[config.mk]
export PLATFORM = sky130hd
export DESIGN_NAME = sequential_divider
export DESIGN_NICKNAME = d
export VERILOG_FILES = /design/src/rtl/div_pkg.sv /design/src/rtl/div_step.sv /design/src/rtl/sequential_divider.sv
export SDC_FILE = /design/constraint.sdc
export NUM_CORES = 1
export LEC_CHECK = 0
export CAP_MARGIN = 15
export CELL_PAD_IN_SITES_DETAIL_PLACEMENT = 0
export CELL_PAD_IN_SITES_GLOBAL_PLACEMENT = 1
export CORE_MARGIN = 2
export CORE_UTILIZATION = 43
export DETAILED_ROUTE_END_ITERATION = 6
export PLACE_DENSITY = 0.9
export SETUP_SLACK_MARGIN = 0.1
export SYNTH_ARGS = -nofsm -noshare
export SYNTH_HDL_FRONTEND = slang
export SYNTH_SLANG_ARGS = --single-unit
[constraint.sdc]
create_clock -name clk -period 3.95 [get_ports clk]
set_clock_uncertainty 0.1 [all_clocks]
set_input_delay 0.395 -clock clk [delete_from_list [all_inputs] [get_ports clk]]
set_output_delay 0.395 -clock clk [all_outputs]
set_load 0.02 [all_outputs]
[src/rtl/div_pkg.sv]
// rtl/div_pkg.sv - shared state encoding and helpers for the sequential divider
package div_pkg;

  typedef enum logic [1:0] {
    ST_IDLE = 2'd0,
    ST_ITER = 2'd1,
    ST_FIX  = 2'd2,
    ST_DONE = 2'd3
  } state_t;

  localparam int DIV_W = 32;
  localparam int CNT_W = $clog2(DIV_W + 1);

  // Operands are sign-extended to 64 bits first, so the most negative W-bit
  // value comes back as its true unsigned magnitude in the low W bits.
  function automatic logic [63:0] abs_w(input logic [63:0] v);
    return v[63] ? (~v + 64'd1) : v;
  endfunction

endpackage

[src/rtl/div_step.sv]
// rtl/div_step.sv - one combinational restoring division step
module div_step #(
  parameter int W = 32
) (
  input  logic [W:0]   p,
  input  logic [W-1:0] q,
  input  logic [W-1:0] d,
  output logic [W:0]   p_next,
  output logic [W-1:0] q_next
);

  logic [W:0] shifted;
  logic [W:0] diff;
  logic       ge;

  // p[W] set means the shifted value already exceeds any W-bit divisor.
  assign shifted = {p[W-1:0], q[W-1]};
  assign ge      = p[W] | (shifted >= {1'b0, d});
  assign diff    = shifted - {1'b0, d};
  assign p_next  = ge ? diff : shifted;
  assign q_next  = {q[W-2:0], ge};

endmodule

[src/rtl/sequential_divider.sv]
// rtl/sequential_divider.sv - multi-cycle signed restoring divider with start/done handshake
module sequential_divider
  import div_pkg::*;
#(
  parameter int W = 32
) (
  input  logic         clk,
  input  logic         rst_n,
  input  logic         start,
  input  logic [W-1:0] a,
  input  logic [W-1:0] b,
  output logic [W-1:0] quotient,
  output logic [W-1:0] remainder,
  output logic         done,
  output logic         busy,
  output logic         div_by_zero
);

  localparam int CW = $clog2(W + 1);

  state_t        state;
  logic [CW-1:0] cnt;
  logic [W:0]    p_reg;
  logic [W-1:0]  q_reg;
  logic [W-1:0]  d_reg;
  logic          sign_a;
  logic          sign_b;

  logic [63:0]   abs_a64;
  logic [63:0]   abs_b64;
  logic [W-1:0]  abs_a;
  logic [W-1:0]  abs_b;
  logic          unused_abs_hi;
  logic [W:0]    p_next;
  logic [W-1:0]  q_next;
  logic          accept;

  assign abs_a64       = abs_w(64'(signed'(a)));
  assign abs_b64       = abs_w(64'(signed'(b)));
  assign abs_a         = abs_a64[W-1:0];
  assign abs_b         = abs_b64[W-1:0];
  assign unused_abs_hi = ^{abs_a64[63:W], abs_b64[63:W]};

  assign accept = start && (state == ST_IDLE || state == ST_DONE);

  div_step #(.W(W)) u_step (
    .p      (p_reg),
    .q      (q_reg),
    .d      (d_reg),
    .p_next (p_next),
    .q_next (q_next)
  );

  always_ff @(posedge clk or negedge rst_n) begin
    if (!rst_n) begin
      state       <= ST_IDLE;
      cnt         <= '0;
      p_reg       <= '0;
      q_reg       <= '0;
      d_reg       <= '0;
      sign_a      <= 1'b0;
      sign_b      <= 1'b0;
      quotient    <= '0;
      remainder   <= '0;
      done        <= 1'b0;
      busy        <= 1'b0;
      div_by_zero <= 1'b0;
    end else begin
      case (state)
        ST_IDLE, ST_DONE: begin
          if (accept) begin
            sign_a <= a[W-1];
            sign_b <= b[W-1];
            p_reg  <= '0;
            q_reg  <= abs_a;
            d_reg  <= abs_b;
            cnt    <= CW'(W);
            if (b == '0) begin
              // Zero divisor resolves on the accepting edge without iterating.
              quotient    <= '1;
              remainder   <= a;
              div_by_zero <= 1'b1;
              done        <= 1'b1;
              busy        <= 1'b0;
              state       <= ST_DONE;
            end else begin
              div_by_zero <= 1'b0;
              done        <= 1'b0;
              busy        <= 1'b1;
              state       <= ST_ITER;
            end
          end
        end
        ST_ITER: begin
          p_reg <= p_next;
          q_reg <= q_next;
          cnt   <= cnt - CW'(1);
          if (cnt == CW'(1)) begin
            state <= ST_FIX;
          end
        end
        ST_FIX: begin
          quotient    <= (sign_a ^ sign_b) ? (W'(0) - q_reg) : q_reg;
          remainder   <= sign_a ? (W'(0) - p_reg[W-1:0]) : p_reg[W-1:0];
          done        <= 1'b1;
          busy        <= 1'b0;
          div_by_zero <= 1'b0;
          state       <= ST_DONE;
        end
        default: state <= ST_IDLE;
      endcase
    end
  end

endmodule

# --- After elaboration in Yosys (flattened, before gate mapping) ---
# Cells that the tools add are included.
classes:
  mul: 0
  n_bitwise: 4
  eq_ne: 7
  div_mod_pow: 0
  n_lt_le_gt_ge: 1
  n_shift: 0
  n_mux: 28
  n_addsub: 6
  reduce_logical: 12
op_table:
  columns: ["operator", "n"]
  rows:
  - ["$mux 32", 9]
  - ["$pmux 32 s2", 3]
  - ["$mux 33", 2]
  - ["$pmux 33 s2", 1]
  - ["$add 32x1->32 const B", 2]
  - ["$not 32->32", 2]
  - ["$sub 1x32->32 const A", 2]
  - ["$ge 33x32->1", 1]
  - ["$sub 33x32->33", 1]
  - ["$logic_not 32->1", 1]
  - ["$pmux 6 s2", 1]
  - ["$reduce_and 2->1", 4]
  - ["$eq 6x1->1 const B", 1]
  - ["$mux 2", 3]
  - ["$mux 6", 1]
  - ["$ne 2x2->1 const B", 3]
  - ["$pmux 1 s2", 3]
  - ["$pmux 2 s3", 1]
  - ["$sub 6x1->6 const B", 1]
  - ["$eq 2x2->1 const B", 2]
  - ["$mux 1", 4]
  - ["$reduce_bool 2->1", 2]
  - ["$reduce_and 3->1", 1]
  - ["$eq 2x1->1 const B", 1]
  - ["6 further kinds", 6]
totals:
  reg_bits: 174
  out_inout_bits: 67
  romBits: 0
  inputBits: 67
  latchBits: 0
  ram_bits: 0
  word_cells: 70
  mem_count: 0

# --- Logic depth before layout (Yosys ltp) ---
depth:
  depth_word: 5
  depth_mapped: 13
  mapped_depth_nobuf: 12

# --- Hierarchy ---
# A second synthesis with hierarchy kept.
hier_totals:
  cells_unflattened: 1399
  hier_area_um2: 12219.2
modules_own_cells:
  columns: ["module", "seq_area_each_um2", "cells_per_inst", "n_inst", "area_each_um2"]
  rows:
  - ["sequential_divider", 4354.2, 1031, 1, 9729.3]
  - ["div_step", 0.0, 368, 1, 2489.9]

# --- Least setup slack after synthesis ---
# No wires, ideal clock.
synth_timing:
  path_type: "register to register"
  start: "register p_reg[3]"
  end: "register p_reg[2]"
  t_arrival_ps: 2863
  synth_period_minus_slack_ps: 3084
  setup_time_ps: 122
  slack_ps: 866
  required_time_ps: 3728
  n_path_buf: 2
  path_stages_with_launch: 12
  cell_sequence: "dfrtp_1 -> ha_1 -> buf_2 -> o211ai_1 -> a21oi_1 -> o21a_1 -> o21ai_1 -> o211a_2 -> o41ai_4 -> buf_2 -> nand2_1 -> a32o_1"
synth_between:
  elab_chain_cells: 4
synth_rtl:
  columns: ["item", "line_no", "source"]
  rows:
  - ["start: declaration", "sequential_divider.sv:23", "logic [W:0] p_reg;"]
  - ["start signal: assignment", "sequential_divider.sv:95", "p_reg <= p_next;"]
  - ["$ge 33x32->1", "div_step.sv:18", "assign ge = p[W] | (shifted >= {1'b0, d});"]
  - ["$or 1x1->1", "div_step.sv:18", null]
  - ["$mux 33", "div_step.sv:20", "assign p_next = ge ? diff : shifted;"]
  - ["$pmux 33 s2", "sequential_divider.sv:69", "case (state)"]
# Every way passes these cells.
# A chain may end at the register's enable or synchronous reset.

# --- Worst setup path in the final report ---
layout_timing:
  start: "register q_reg[31]"
  end: "register p_reg[20]"
layout_between:
  elab_chain_cells: 4
  elab_cells_between_ends: 5
  classes_between: "1 x add/sub; 1 x order compare; 2 x mux; 1 x bitwise"
layout_rtl:
  columns: ["item", "line_no", "source"]
  rows:
  - ["start: declaration", "sequential_divider.sv:24", "logic [W-1:0] q_reg;"]
  - ["start signal: assignment", "sequential_divider.sv:75", "q_reg <= abs_a;"]
  - ["start signal: assignment", "sequential_divider.sv:96", "q_reg <= q_next;"]
  - ["$ge 33x32->1", "div_step.sv:18", null]
  - ["$or 1x1->1", "div_step.sv:18", null]
  - ["$mux 33 *", "div_step.sv:20", null]
  - ["$pmux 33 s2 *", "sequential_divider.sv:69", null]
# Mark *: on every way between the ends. The rest lies on a longest branch, timed or not.

==> impl_metrics.toml <==
[status]
status = "complete, no violations"

[synth]
synth_common_cells = "dfrtp_1 (174), o21ai_0 (166), nand2_1 (162), xor2_1 (111), nor2_1 (97)"
synthMostInstantiatedCell = "dfrtp_1"
synthTopCellsByArea = "dfrtp_1 (37%), xor2_1 (8.4%), o21ai_0 (7.1%)"
synth_area_mm2 = 0.0116
synth_edf_count = 0
yosysSeqAreaShare_pct = 37.4
synth_top_area_share_pct = 37.4
yosysTopAreaCell = "dfrtp_1"
yosysUniqueCellTypes = 67
synthFlopType = "dfrtp_1"
async_flop_share_pct = 100
yosysWarnings = 0
syn-num-nets = 1473
synth_cells = 1364
yosys_register_bits = 174
avgSynthCellArea_um2 = 8.53

[power_and_ir_drop]
switchingPower_uw = 6110
pwr-share-clk_pct = 13.7
pwr-share-seq_pct = 26.4
ir_drop_uv = 403
switching_share_pct = 48.9
power.density_mw_per_mm2 = 897
p_int_uw = 6390
comb_power_share_pct = 59.9
p_leak_uw = 0.00583

[setup_path]
reg2reg_setup_slack_ns = 0.46
cp.required_ns = 4.15
worstSetupEndpointType = "flip-flop"
path_class = "reg -> reg"
startpoint_type = "flip-flop"
critPathMaxFanout = 3
worstRegToRegCells = 13
rr_startpoint = "q_reg[31]"
crit_arrival_ns = 3.69
r2r_end = "p_reg[20]"

[timing]
setup-violations-final = 0
fin_crit_sh_pct = 88.2
fin_crit_ns = 3.49
worstMarginPinSlew_ns = 1.12
max_slew_margin_pct = 25.4
timing.fmax_mhz = 287
final.setup.tns_ns = 0
hold_violations = 0
timing.final.ws_setup_ns = 0.464
holdWs_ns = 0.379
rsz0062_at_grt = "false"
slew_viol_final = 0

[cts]
cts_tree = "done"
clk_latency_ns = 0.45
clock-root-buffer = "clkbuf_16"
h-tree-depth = 4
cts_sinks = 174
cts.clk_slew.worst_paths_ns = 0.08
cts_resized = 0
cts_buffers = 17
clockBufferDepth = 2

[detailed_routing]
drt.antenna.violating_nets = 0
drt_iter0_drc = 910
firstDrtPassIters = 5
vias = 10500
wl_per_cell_um = 18.1
drc = 0
viasPerCell = 5.75
finalWirelength_um = 33000

[placed_design]
dp_worst_setup_slack_ns = 0.174
place_congestion = 0.906
dp_hpwl_um = 25100
port-buffer-count = 133

[floorplanning]
die_h_um = 169
rows = 60
coreArea_mm2 = 0.0268
die_x_um = 169
dieArea_mm2 = 0.0284
ioPinCount = 134
start_util_pct = 43.4

[layout]
largest_register_ffs = 33
layout-drive-gt1-share_pct = 5.81
nNetsFinal = 1576
diodes = 0
syn_to_final_growth_pct = 19.8

[grt]
antenna_found_initial = 0
grt_use_met3_pct = 3.27
grt_max_degree = 71
grt_busiest_layer = "met2"
grt_pass1_wl_um = 52400
track_usage_pct = 23.2
grt_pass1_vias = 9803
grt_use_met1_pct = 32.6
gr-total-overflow = 0
use_met2_pct = 37.8

[job]
cap_viol_max_count = 0

[hold_path]
hp-class = "in -> async"
==> final cells by class <==
class / count / area [µm²]
clock buffer: 17 / 425
clock inverter: 15 / 184
fill: 2563 / 12900
inverter: 61 / 229
multi-input combinational: 1050 / 6740
sequential: 174 / 4350
tap: 341 / 427
timing repair buffer: 163 / 1590
==> stage by stage <==
stage / instances / power, µW / utilization (%) / instance area, µm²
global route: 1821 / 13500 / 52.0 / 13900
floorplan: 1364 / 8490 / - / 11600
detailed placement: 1788 / 10800 / 49.7 / 13300
finish: 1821 / 12500 / 52.0 / 13900
global placement: 1788 / 10600 / 49.7 / 13300
CTS: 1821 / 12500 / 52.0 / 13900
==> layer usage <==
| layer | vias to the layer above | wire length, µm |
|---|---|---|
| met1 | 4971 | 15400 |
| met4 | 0 | 591 |
| met3 | 39 | 1820 |
| met2 | 343 | 15200 |
| li1 | 5109 | - |
| met5 | - | 0 |
==> logic make-up (layout without fill, tap and decap cells) <==
| family | Yosys count | after routing | share of synthesized area [%] |
|---|---|---|---|
| flops | 174 | 174 | 37.4 |
| xor+xnor | 155 | 155 | 11.7 |
| mux | 25 | 25 | 2.15 |
| compound gates | 435 | 435 | 23.3 |
| fa+ha+maj | 42 | 42 | 4.58 |
| buf+inv | 140 | 256 | 4.95 |
| simple gates | 393 | 393 | 16.0 |
==> repair_timing <==
| item | CTS | global route |
|---|---|---|
| hold buffers | 1 | 0 |
| buffers inserted | 0 | 0 |
| endpoints found under the hold margin | 57 | 0 |
==> power by group through the flow <==
stage / logic, µW / registers (µW) / clock network [µW]
after CTS: 7470 / 3290 / 1750
after global placement: 7320 / 3300 / 0
after floorplan: 5160 / 3330 / 0
after detailed placement: 7450 / 3330 / 0
final: 7490 / 3300 / 1720
after global routing: 8300 / 3400 / 1830
==> cell usage in the layout, fill, tap and decap left out, types with 4 or more instances in the layout <==
cell type	synthesis	layout
nand4_1	8	8
or2_2	5	5
or4_4	7	7
a32oi_1	16	16
ha_1	41	40
o21bai_1	4	4
o41ai_1	20	20
nor2_1	97	97
xor2_1	111	111
inv_6	0	4
nand3_1	9	9
or4_1	12	12
a22oi_1	6	6
o21a_1	5	5
nand3b_1	6	6
o211ai_1	9	9
clkbuf_16	0	17
o21ai_1	4	4
a31oi_1	34	34
inv_1	60	60
nand2_1	162	161
o21ai_0	166	165
and3_1	8	8
buf_4	0	27
or3_1	21	21
o31ai_1	34	34
xnor2_1	44	44
nor2b_1	6	6
clkinv_8	0	5
o22ai_1	12	12
a21oi_1	87	86
mux2i_1	25	25
dfrtp_1	174	174
nor3_1	14	14
nand2b_1	11	11
a21o_1	7	7
clkdlybuf4s50_1	0	132
nor4_1	15	15
==> how the worst max path moves through the flow <==
stage	slack (ns)	start	to
4_1_cts	0.46	q_reg[31]	p_reg[20]
2_1_floorplan	0.87	p_reg[3]	p_reg[2]
5_1_grt	0.21	q_reg[31]	p_reg[20]
3_3_place_gp	0.30	b[3]	remainder[26]
6_report	0.46	q_reg[31]	p_reg[20]
3_5_place_dp	0.17	b[10]	remainder[26]
==> worst max-delay path, cell delays in order (launching register included) <==
cell	delay (ns)
dfrtp_1	0.41
inv_1	0.12
ha_1	0.18
inv_1	0.05
fa_1	0.41
a21o_1	0.20
a31o_2	0.27
a2111oi_0	0.40
buf_4	0.19
nor3_1	0.06
a21oi_1	0.35
o221ai_1	0.21
xnor2_1	0.28
o21ai_0	0.12
(Power assumes the default switching activity.)
